$ cat src/rtl/ahb_apb_multi_bridge.sv
// rtl/ahb_apb_multi_bridge.sv - AHB to multi-slave APB bridge with error and timeout handling
module ahb_apb_multi_bridge #(
    parameter int ADDR_WIDTH      = 32,
    parameter int DATA_WIDTH      = 32,
    parameter int NUM_SLAVES      = 4,
    parameter int SLAVE_ADDR_BITS = 12,
    parameter int TIMEOUT_CYCLES  = 256
) (
    input  logic                             HCLK,
    input  logic                             HRESETn,
    input  logic                             HSEL,
    input  logic [ADDR_WIDTH-1:0]            HADDR,
    input  logic [1:0]                       HTRANS,
    input  logic                             HWRITE,
    input  logic                             HREADY,
    input  logic [DATA_WIDTH-1:0]            HWDATA,
    output logic [DATA_WIDTH-1:0]            HRDATA,
    output logic [1:0]                       HRESP,
    output logic                             HREADYOUT,
    output logic [NUM_SLAVES-1:0]            PSEL,
    output logic                             PENABLE,
    output logic [ADDR_WIDTH-1:0]            PADDR,
    output logic                             PWRITE,
    output logic [DATA_WIDTH-1:0]            PWDATA,
    input  logic [NUM_SLAVES*DATA_WIDTH-1:0] PRDATA,
    input  logic [NUM_SLAVES-1:0]            PREADY,
    input  logic [NUM_SLAVES-1:0]            PSLVERR
);
    localparam int IDXW = ADDR_WIDTH - SLAVE_ADDR_BITS;
    localparam int IW   = (NUM_SLAVES > 1) ? $clog2(NUM_SLAVES) : 1;
    localparam int CW   = (TIMEOUT_CYCLES > 0) ? $clog2(TIMEOUT_CYCLES + 1) : 1;
    localparam logic [CW-1:0] TO_VAL = CW'(TIMEOUT_CYCLES);

    localparam logic [2:0] ST_IDLE   = 3'd0;
    localparam logic [2:0] ST_WLATCH = 3'd1;
    localparam logic [2:0] ST_SETUP  = 3'd2;
    localparam logic [2:0] ST_ACCESS = 3'd3;
    localparam logic [2:0] ST_ERR1   = 3'd4;
    localparam logic [2:0] ST_ERR2   = 3'd5;

    logic [2:0]            state_q, state_d;
    logic [ADDR_WIDTH-1:0] addr_q, addr_d;
    logic                  write_q, write_d;
    logic [IW-1:0]         idx_q, idx_d;
    logic [DATA_WIDTH-1:0] pwdata_q, pwdata_d;
    logic [CW-1:0]         cnt_q, cnt_d;

    logic [IDXW-1:0]       raw_idx;
    logic                  accept;
    logic                  take;
    logic                  sel_ready;
    logic                  sel_err;
    logic [DATA_WIDTH-1:0] sel_rdata;
    logic                  done;
    logic [CW-1:0]         cnt_inc;

    always_comb begin
        raw_idx   = HADDR[ADDR_WIDTH-1:SLAVE_ADDR_BITS];
        accept    = HSEL & HREADY & ((HTRANS == 2'b10) | (HTRANS == 2'b11));
        sel_ready = 1'b0;
        sel_err   = 1'b0;
        sel_rdata = '0;
        for (int i = 0; i < NUM_SLAVES; i++) begin
            if (idx_q == IW'(i)) begin
                sel_ready = PREADY[i];
                sel_err   = PSLVERR[i];
                sel_rdata = PRDATA[i*DATA_WIDTH +: DATA_WIDTH];
            end
        end
        done    = (state_q == ST_ACCESS) & sel_ready & ~sel_err;
        cnt_inc = cnt_q + CW'(1);
    end

    always_comb begin
        state_d  = state_q;
        addr_d   = addr_q;
        write_d  = write_q;
        idx_d    = idx_q;
        pwdata_d = pwdata_q;
        cnt_d    = cnt_q;
        take     = 1'b0;
        case (state_q)
            ST_IDLE:   take = accept;
            ST_WLATCH: begin
                // AHB write data arrives one cycle after the address phase
                pwdata_d = HWDATA;
                state_d  = ST_SETUP;
            end
            ST_SETUP:  state_d = ST_ACCESS;
            ST_ACCESS: begin
                if (sel_ready) begin
                    if (sel_err) begin
                        state_d = ST_ERR1;
                    end else begin
                        state_d = ST_IDLE;
                        take    = accept;
                    end
                end else begin
                    if (cnt_q != '1) begin
                        cnt_d = cnt_inc;
                    end
                    if ((TIMEOUT_CYCLES > 0) && (cnt_inc == TO_VAL)) begin
                        state_d = ST_ERR1;
                    end
                end
            end
            ST_ERR1:   state_d = ST_ERR2;
            ST_ERR2: begin
                state_d = ST_IDLE;
                take    = accept;
            end
            default:   state_d = ST_IDLE;
        endcase
        if (take) begin
            addr_d  = HADDR;
            write_d = HWRITE;
            idx_d   = raw_idx[IW-1:0];
            if (raw_idx >= IDXW'(NUM_SLAVES)) begin
                state_d = ST_ERR1;
            end else if (HWRITE) begin
                state_d = ST_WLATCH;
            end else begin
                state_d = ST_SETUP;
            end
        end
        if (state_d == ST_SETUP) begin
            cnt_d = '0;
        end
    end

    always_ff @(posedge HCLK) begin
        if (!HRESETn) begin
            state_q  <= ST_IDLE;
            addr_q   <= '0;
            write_q  <= 1'b0;
            idx_q    <= '0;
            pwdata_q <= '0;
            cnt_q    <= '0;
        end else begin
            state_q  <= state_d;
            addr_q   <= addr_d;
            write_q  <= write_d;
            idx_q    <= idx_d;
            pwdata_q <= pwdata_d;
            cnt_q    <= cnt_d;
        end
    end

    always_comb begin
        PSEL = '0;
        for (int i = 0; i < NUM_SLAVES; i++) begin
            PSEL[i] = ((state_q == ST_SETUP) || (state_q == ST_ACCESS)) && (idx_q == IW'(i));
        end
        PENABLE = (state_q == ST_ACCESS);
        PADDR   = addr_q;
        PWRITE  = write_q;
        PWDATA  = pwdata_q;
        case (state_q)
            ST_IDLE, ST_ERR2: HREADYOUT = 1'b1;
            ST_ACCESS:        HREADYOUT = done;
            default:          HREADYOUT = 1'b0;
        endcase
        HRESP  = ((state_q == ST_ERR1) || (state_q == ST_ERR2)) ? 2'b01 : 2'b00;
        HRDATA = (done && !write_q) ? sel_rdata : '0;
    end
endmodule

$ cat config.mk
export PLATFORM = sky130hd
export DESIGN_NAME = ahb_apb_multi_bridge
export DESIGN_NICKNAME = d
export VERILOG_FILES = /design/src/rtl/ahb_apb_multi_bridge.sv
export SDC_FILE = /design/constraint.sdc
export NUM_CORES = 1
export LEC_CHECK = 0
export ABC_AREA = 1
export BUFFER_PORTS_ARGS = -buffer_cell sky130_fd_sc_hd__clkbuf_2
export CORE_AREA = 5 5 119 121
export CTS_BUF_LIST = sky130_fd_sc_hd__clkbuf_4 sky130_fd_sc_hd__clkbuf_8
export CTS_CLUSTER_DIAMETER = 80
export CTS_CLUSTER_SIZE = 20
export DETAILED_ROUTE_END_ITERATION = 8
export DIE_AREA = 0 0 124 126
export MAX_ROUTING_LAYER = met4
export PLACE_DENSITY = 0.67
export SETUP_SLACK_MARGIN = 0.15
export SLEW_MARGIN = 10
export SYNTH_ARGS = -nofsm -noshare
export SYNTH_HDL_FRONTEND = slang
export SYNTH_SLANG_ARGS = --single-unit
$ cat constraint.sdc
create_clock -name HCLK -period 2.8 [get_ports HCLK]
set_input_delay 0.42 -clock HCLK [delete_from_list [all_inputs] [get_ports HCLK]]
set_output_delay 0.42 -clock HCLK [all_outputs]
set_load 0.02 [all_outputs]
==> results of run 1 <==
==> worst max path at each step <==
stage | startpoint | endpoint | depth (start not counted)
after floorplan | PADDR[12] | HRDATA[2] | 10
after global placement | PADDR[12] | HRDATA[31] | 9
after CTS | PADDR[12] | HRDATA[7] | 9
after detailed placement | PADDR[12] | HRDATA[31] | 9
final | PADDR[13] | HRDATA[8] | 10
after global routing | cnt_q[0] | cnt_q[0] | 17
==> state kept, by name (all words and copies together), names as in the netlist <==
register and cells:
PADDR 32, cnt_q 9, state_q 3, PWRITE 1
PWDATA 32
==> power groups by stage <==
stage	Combinational (mW)	Sequential (mW)	Clock, mW
2_1_floorplan	0.258	1.30	0
3_3_place_gp	0.619	1.22	0
3_5_place_dp	0.624	1.22	0
4_1_cts	0.626	1.20	0.867
5_1_grt	0.695	1.21	0.921
6_report	0.631	1.20	0.842
==> cells by family (layout without fill, tap and decap cells) <==
kind of cell,Yosys count,after routing
AND/OR/NAND/NOR,263,263
AO/OA/AOI/OAI,185,185
buffers and inverters,109,413
flip-flops,77,77
adder cells (fa/ha/maj),3,3
other,1,3
XOR/XNOR,1,1
==> what timing repair did <==
item	4_1_cts	5_1_grt
hold buffers	0	0
setup buffers	0	2
gates resized for setup	6	19
cloned	0	1
hold endpoints to repair	0	0
endpoints found under the setup margin	32	37
==> cell type report <==
class,instances,area (um2),share of cell area
diodes,2,5.005,0.0008078
clock buffers,12,152.6,0.02464
clock inverters,4,47.55,0.007674
inverters,69,262.8,0.04241
multi-input cells,453,2257,0.3643
flip-flops and latches,77,1549,0.2500
well taps,176,220.2,0.03554
repair buffers,327,1694,0.2734
repair inverters,1,7.507,0.001212
==> layout by cell type, fill, tap and decap left out, types with 3 or more instances in the layout <==
cell type / netlist / final
clkbuf_2: 1 / 302
nor2_1: 139 / 138
nand2_1: 92 / 91
o21ai_0: 90 / 90
dfxtp_1: 77 / 75
inv_1: 64 / 62
a21oi_1: 56 / 55
buf_4: 2 / 18
nand3_1: 14 / 13
clkbuf_8: 0 / 10
o22ai_1: 8 / 8
o221ai_1: 7 / 7
a311oi_2: 7 / 7
inv_2: 5 / 6
a221oi_1: 5 / 5
a211oi_2: 5 / 5
buf_2: 4 / 5
nor2_4: 2 / 4
nand4_1: 4 / 4
clkinvlp_4: 0 / 3
ha_1: 3 / 3
clkbuf_4: 0 / 3
==> through the flow <==
step | utilization | power [mW]
2_1_floorplan | - | 1.558
3_3_place_gp | 0.4558 | 1.842
3_5_place_dp | 0.4558 | 1.847
4_1_cts | 0.4723 | 2.694
5_1_grt | 0.4773 | 2.825
6_report | 0.4773 | 2.674
==> layer usage <==
metal	GRT usage	wire length, um	up-vias
li1	-	-	2692
met1	0.2412	6885	2307
met2	0.3519	8538	220
met3	0.03632	1260	18
met4	0.07410	333	0
met5	-	0	-
==> critical path, cell delays in order, from the launching register on <==
cell and delay (ns):
dfxtp_4 0.38, inv_2 0.10, nor2_4 0.05, nand2_1 0.05, nand3_1 0.08, nor2_2 0.12
nand3_1 0.10, or2_1 0.24, buf_8 0.19, a311oi_2 0.21, clkbuf_4 0.22
==> flow_metrics.env, run 1 <==
export IMPL_status="completed"
export IMPL_synth_most_common_cell="nor2_1"
export IMPL_synthAdderAreaFrac=0.008884
export IMPL_rsz0062_at_grt="no"
export IMPL_grt_first_pass_wirelength_mm=24.68
export IMPL_initial_core_util=0.3255
export IMPL_crit_type="reg -> out"
export IMPL_num_io_pins=312
export IMPL_cts_num_sinks=77
export IMPL_yosys_top_cells_area="dfxtp_1 (36%), nor2_1 (12%), o21ai_0 (11%)"
export IMPL_synth_mux_area_frac=0
export IMPL_required_ns=2.38
export IMPL_ys_seq_elements=77
export IMPL_reg2reg_from="cnt_q[0]"
export IMPL_fin_area_mm2=0.006196
export IMPL_clockBufferDepth=2
export IMPL_yosys_area_top_type_share=0.3648
export IMPL_r2r_slack_ns=0.44
export IMPL_p_leak_nw=3.137
export IMPL_critical_path_endpoint_type="output pin"
export IMPL_place_congestion=0.8996
export IMPL_placed_cell_area_mm2=0.005916
export IMPL_syn_instance_count=639
export IMPL_grt_pass1_vias=4916
export IMPL_clk_latency_ns=0.33
export IMPL_dp_slack_ns=0.2796
export IMPL_slew_headroom=0.6176
export IMPL_synth_compound_area_frac=0.2633
export IMPL_dp_cells=1100
export IMPL_p_switching_mw=0.8034
export IMPL_synth_cell_types=35
export IMPL_gr_total_overflow=0
export IMPL_min_from="HADDR[8]"
export IMPL_nFillCells=1400
export IMPL_rows=42
export IMPL_ant_nets=0
export IMPL_combPwrFrac=0.236
export IMPL_hold_depth=3
export IMPL_reg2regPathDepth=17
export IMPL_vias_per_cell=4.672
export IMPL_ir_drop_uv=362.9
export IMPL_antenna_found_initial=2
export IMPL_syn_area_mm2=0.004225
export IMPL_num_vias=5237
export IMPL_htreeDepth=3
export IMPL_clockPowerShare=0.315
export IMPL_max_freq_mhz=396.8
export IMPL_seq_area_frac_synth=0.3648
export IMPL_switching_share=0.3004
export IMPL_synthTopCellsByCount="nor2_1 (139), nand2_1 (92), o21ai_0 (90)"
export IMPL_crit_arrival_ns=2.10
export IMPL_tritoncts_num_buffers=9
export IMPL_cts_tree="built"
export IMPL_setup_violations_final=0
export IMPL_synth_simple_area_share=0.2511
export IMPL_hold_class="in -> reg"
export IMPL_holdWs_ns=0.3035
export IMPL_clkTransAtPathRegs_ns=0.08
export IMPL_synth_nets=849
export IMPL_hold_viol_final=0
export IMPL_synth_top_area_cell="dfxtp_1"
export IMPL_p_int_mw=1.871
export IMPL_coreArea_mm2=0.01298
export IMPL_fin_cells=1121
export IMPL_drive_above_1_share=0.4008
export IMPL_dpl_hpwl_mm=13.72
export IMPL_routed_wl_mm=17.02
export IMPL_slew_violations=0
export IMPL_dieWidth_um=124
export IMPL_whs_endpoint="PADDR[8]"
export IMPL_clock_skew_final_ns=0.005236
export IMPL_rr_endpoint="cnt_q[6]"
export IMPL_async_flop_share=0
export IMPL_fin_ws_ns=0.2800
export IMPL_yosysWarnings=0
export IMPL_finalCritPeriodShare=0.9000
export IMPL_syn_mean_instance_area_um2=6.612
export IMPL_area_growth_pct=46.64
export IMPL_die_area_mm2=0.01562
export IMPL_drc=0
export IMPL_routedWlPerCell_um=15.18
export IMPL_grt_max_degree=65
export IMPL_dr_pass1_iters=4
export IMPL_worstPathMaxFanout=32
export IMPL_pwr_density_cell_mw_per_mm2=431.6
export IMPL_synth_edf_count=0
export IMPL_root_buffer="clkbuf_8"
export IMPL_synth_top_family_by_area="compound AO/OA/AOI/OAI gates"
export IMPL_cap_violations=0
export IMPL_die_h_um=126
export IMPL_grtUsageTotal=0.2062
export IMPL_drt_iter0_markers=283
export IMPL_layout_nets=1148
export IMPL_critPathLaunchType="flip-flop"
export IMPL_worst_pin_slew_ns=0.5730
export IMPL_finalSetupTns_ns=0
export IMPL_finalCriticalPeriod_ns=2.520
export IMPL_ys_flop_type="dfxtp_1"
export IMPL_synthXorXnorAreaFrac=0.002073
export IMPL_io_buffers=309
export IMPL_p_seq_frac=0.449
Note: power is estimated with default switching activity, not from simulation.
==> inputs of run 2 (changes only) <==
- CORE_AREA: 5 5 119 121 -> not set
- CORE_MARGIN: not set -> 5
- CORE_UTILIZATION: not set -> 30
- DIE_AREA: 0 0 124 126 -> not set
- PLACE_DENSITY: 0.67 -> not set
- REMOVE_ABC_BUFFERS: not set -> 1
- SKIP_CTS_REPAIR_TIMING: not set -> 1
==> run 2 against run 1 <==
Power rose by 5.3%. Die area is 6.0% higher. Final area up 3.4%. Flip-flop and latch count stayed put. Sequential share of layout area is 0.82 points lower. Cell count is 1.2% higher. Clock-buffer cell count decreased by 1. Combinational power is 4.6% higher. Highest routed layer unchanged. Global-route usage down 1.1 points. Clock skew rose by 0.0058 ns. Largest power group unchanged. Via count up 0.19%.
==> flow_metrics.env, run 2 (synthesized netlist as in run 1, its figures left out) <==
export IMPL_status="completed"
export IMPL_crit_type="reg -> out"
export IMPL_gr_total_overflow=0
export IMPL_hold_class="in -> reg"
export IMPL_holdWs_ns=0.2852
export IMPL_clk_latency_ns=0.35
export IMPL_crit_slowest_cell="dfxtp_4"
export IMPL_vias_per_cell=4.627
export IMPL_setup_violations_final=0
export IMPL_ant_nets=0
export IMPL_crit_chain="buf_6, nor2_4, nand2_2, nand3_2, nor2_4, nand3_2, or2_4, buf_12, a311oi_2, buf_4"
export IMPL_routedWlPerCell_um=15.20
export IMPL_rows=43
export IMPL_critical_path_endpoint_type="output pin"
export IMPL_p_leak_nw=3.239
export IMPL_initial_core_util=0.3056
export IMPL_num_io_pins=312
export IMPL_critPathLaunchType="flip-flop"
export IMPL_fin_area_mm2=0.006405
export IMPL_cts_tree="built"
export IMPL_dr_pass1_iters=4
export IMPL_drc=0
export IMPL_clockBufferDepth=2
export IMPL_final_common_cell="clkbuf_2"
export IMPL_root_buffer="clkbuf_8"
export IMPL_antenna_found_initial=1
export IMPL_fin_util=0.4632
export IMPL_hold_viol_final=0
export IMPL_cap_violations=0
export IMPL_die_h_um=128.7
export IMPL_slew_headroom=0.6251
export IMPL_place_congestion=0.9062
export IMPL_coreArea_mm2=0.01383
export IMPL_dieWidth_um=128.7
export IMPL_dpl_hpwl_mm=13.73
export IMPL_grtUsageTotal=0.1948
export IMPL_ir_drop_uv=330.1
export IMPL_most_common_layout_cells="clkbuf_2 (290), nor2_1 (137), nand2_1 (90), o21ai_0 (90), dfxtp_1 (75)"
export IMPL_max_stage_delay_ns=0.42
export IMPL_clkTransAtPathRegs_ns=0.08
export IMPL_rsz0062_at_grt="yes"
export IMPL_worstPathMaxFanout=8
export IMPL_grt_max_degree=33
export IMPL_required_ns=2.38
export IMPL_max_freq_mhz=376.4
export IMPL_finalCritPeriodShare=0.9488
export IMPL_startpoint="PADDR[13]"
export IMPL_clock_skew_final_ns=0.01101
export IMPL_min_from="HADDR[6]"
export IMPL_crit_buf_inv=3
export IMPL_routed_wl_mm=17.24
export IMPL_cts_num_sinks=77
export IMPL_io_buffers=309
export IMPL_htreeDepth=3
export IMPL_placed_cell_area_mm2=0.005943
export IMPL_grt_pass1_vias=4970
export IMPL_layout_nets=1158
export IMPL_num_vias=5247
export IMPL_pwr_density_cell_mw_per_mm2=439.5
export IMPL_reg2reg_from="cnt_q[0]"
export IMPL_finalSetupTns_ns=0
export IMPL_tritoncts_num_buffers=9
export IMPL_grt_first_pass_wirelength_mm=24.97
export IMPL_area_growth_pct=51.58
export IMPL_crit_family="simple AND/OR/NAND/NOR gates"
export IMPL_die_area_mm2=0.01656
export IMPL_worst_pin_slew_ns=0.5617
export IMPL_slew_violations=0
export IMPL_drive_above_1_share=0.4113
export IMPL_crit_arrival_ns=2.24
export IMPL_drt_iter0_markers=222
export IMPL_finalCriticalPeriod_ns=2.657
run 2: metal layers:
layer	track usage	vias to the layer above	routed length, um
met5	-	-	0
met4	0.06980	0	499
met3	0.06310	24	1607
met2	0.3229	230	8372
met1	0.2200	2280	6759
li1	-	2713	-
run 2: report_power, final:
part / leakage, nW / switching, mW / total [mW] / internal [mW]
combinational: 2.49 / 0.386 / 0.660 / 0.274
sequential: 0.628 / 0.0391 / 1.20 / 1.16
clock: 0.117 / 0.414 / 0.953 / 0.540
run 2: final cells by class:
cell class                      count  area, um2
Antenna cell                        1      2.502
Clock buffer                       11      145.1
Clock inverter                      5      82.58
Fill cell                        1473       7422
Inverter                           69      265.3
Multi-Input combinational cell    453       2288
Sequential cell                    77       1549
Tap cell                          180      225.2
Timing Repair Buffer              338       1847
run 2: final timing paths:
path                     end  slack [ns]  depth (start not counted)
setup / recovery   HRDATA[7]        0.14                         10
hold / removal      PADDR[6]        0.29                          3
setup reg to reg    cnt_q[7]        0.47                         17
hold reg to reg   PWDATA[31]        0.45                          2
run 2: worst min-delay path: cells and delay by family:
| family | cells | cell delay, ns |
|---|---|---|
| simple gates | 2 | 0.11 |
| buf+inv | 1 | 0.07 |
run 2: per-stage QoR:
step           cells  power (mW)  setup WS [ns]
2_1_floorplan    599       1.530        -0.8063
3_3_place_gp    1107       1.854         0.2113
3_5_place_dp    1107       1.857         0.1762
4_1_cts         1123       2.811        -0.2200
5_1_grt         1134       2.971        0.04513
6_report        1134       2.815         0.1433
==> inputs of run 3 (changes only) <==
- CAP_MARGIN: not set -> 20
- CORE_AREA: not set -> 2 2 120 122
- CORE_MARGIN: 5 -> not set
- CORE_UTILIZATION: 30 -> not set
- DIE_AREA: not set -> 0 0 122 124
==> run 3 against run 2 <==
Routed wire length decreased by 4.8%. Maximum frequency increased by 2.0%. Clock power decreased by 8.9%. Worst hold slack improved by 0.0020 ns. Setup slack improved by 0.052 ns. Die area decreased by 8.6%. Critical path depth unchanged. Largest power group unchanged. Highest routed layer unchanged.
==> flow_metrics.env, run 3 (synthesized netlist as in run 1, its figures left out) <==
export IMPL_crit_arrival_ns=2.18
export IMPL_area_growth_pct=50.13
export IMPL_hold_viol_final=0
export IMPL_antenna_cells=0
export IMPL_grtUsageTotal=0.2050
export IMPL_clkTransAtPathRegs_ns=0.08
export IMPL_io_buffers=309
export IMPL_drt_iter0_markers=260
export IMPL_coreArea_mm2=0.01372
export IMPL_num_vias=5195
export IMPL_setup_violations_final=0
export IMPL_fin_area_mm2=0.006344
export IMPL_max_freq_mhz=383.9
export IMPL_dp_slack_ns=0.1178
export IMPL_fin_ws_ns=0.1955
export IMPL_dpl_hpwl_mm=12.88
export IMPL_cap_violations=0
export IMPL_drc=0
export IMPL_finalCritPeriodShare=0.9302
export IMPL_cts_num_sinks=77
export IMPL_gr_total_overflow=0
export IMPL_p_int_mw=1.896
export IMPL_rows=43
export IMPL_ant_nets=0
export IMPL_fin_cells=1130
export IMPL_slew_violations=0
export IMPL_grt_first_pass_wirelength_mm=23.24
export IMPL_required_ns=2.38
export IMPL_slew_headroom=0.5878
export IMPL_place_congestion=0.8024
export IMPL_rsz0062_at_grt="yes"
export IMPL_final_common_cell="clkbuf_2"
export IMPL_holdWs_ns=0.2871
export IMPL_finalSetupTns_ns=0
export IMPL_die_area_mm2=0.01513
export IMPL_placed_cell_area_mm2=0.005941
export IMPL_tritoncts_num_buffers=9
export IMPL_antenna_found_initial=0
export IMPL_hold_class="in -> reg"
export IMPL_clk_latency_ns=0.35
export IMPL_clockPowerShare=0.319
export IMPL_pwr_density_cell_mw_per_mm2=428.5
export IMPL_p_leak_nw=3.189
export IMPL_cts_tree="built"
export IMPL_most_common_layout_cells="clkbuf_2 (302), nor2_1 (138), nand2_1 (91), o21ai_0 (90), dfxtp_1 (74)"
export IMPL_drive_above_1_share=0.4105
export IMPL_dieWidth_um=122
export IMPL_fin_util=0.4624
export IMPL_p_seq_frac=0.442
export IMPL_worst_pin_slew_ns=0.6176
export IMPL_total_power_mw=2.718
export IMPL_num_io_pins=312
export IMPL_switching_share=0.3027
export IMPL_p_switching_mw=0.8227
export IMPL_combPwrFrac=0.239
export IMPL_die_h_um=124
export IMPL_critical_path_endpoint_type="output pin"
export IMPL_worstPathMaxFanout=7
export IMPL_dp_cells=1105
export IMPL_regArea_mm2=0.001550
export IMPL_layout_nets=1156
export IMPL_dr_pass1_iters=5
export IMPL_vias_per_cell=4.597
export IMPL_clock_skew_final_ns=0.006485
export IMPL_initial_core_util=0.3080
export IMPL_clockBufferDepth=2
export IMPL_status="completed"
export IMPL_grt_pass1_vias=4629
export IMPL_multi_input_area_mm2=0.002270
export IMPL_grt_max_degree=69
export IMPL_critPathLaunchType="flip-flop"
export IMPL_routed_wl_mm=16.41
export IMPL_routedWlPerCell_um=14.52
export IMPL_finalCriticalPeriod_ns=2.605
export IMPL_htreeDepth=3
export IMPL_crit_type="reg -> out"
export IMPL_nFillCells=1484
export IMPL_root_buffer="clkbuf_8"
export IMPL_ir_drop_uv=347.6
-- run 3: critical path, cell delays in order (launching register included) --
cell      delay, ns
dfxtp_4        0.38
inv_4          0.07
nor2_4         0.04
nand2_1        0.07
nand3_2        0.09
nor2_4         0.15
nand3_2        0.09
or2_4          0.33
buf_12         0.16
a311oi_2       0.26
buf_4          0.19
-- run 3: final cells by class --
class	instances	share of cell area
sequential	77	0.2444
clock inverter	3	0.007101
clock buffer	12	0.02505
multi-input combinational	453	0.3578
tap	180	0.03550
timing repair buffer	336	0.2884
inverter	69	0.04181
-- run 3: power groups by stage --
stage          Combinational [mW]  Sequential, mW  Clock, mW
2_1_floorplan               0.227            1.30          0
3_3_place_gp                0.629            1.22          0
3_5_place_dp                0.633            1.22          0
4_1_cts                     0.636            1.20      0.895
5_1_grt                     0.719            1.21      0.946
6_report                    0.650            1.20      0.868
-- run 3: path summary, 6_finish.rpt --
| kind | start | end | slack [ns] | depth (start not counted) |
|---|---|---|---|---|
| setup / recovery | PADDR[13] | HRDATA[14] | 0.20 | 10 |
| hold / removal | HADDR[0] | PADDR[0] | 0.29 | 3 |
| setup reg to reg | cnt_q[0] | cnt_q[2] | 0.41 | 17 |
| hold reg to reg | PWDATA[15] | PWDATA[15] | 0.45 | 2 |
-- run 3: routing by layer --
| metal | global-route usage | up-vias | part of all wire |
|---|---|---|---|
| li1 | - | 2708 | - |
| met1 | 0.2346 | 2246 | 0.40 |
| met2 | 0.3520 | 217 | 0.50 |
| met3 | 0.03892 | 24 | 0.072 |
| met4 | 0.08693 | 0 | 0.024 |
| met5 | - | - | 0 |
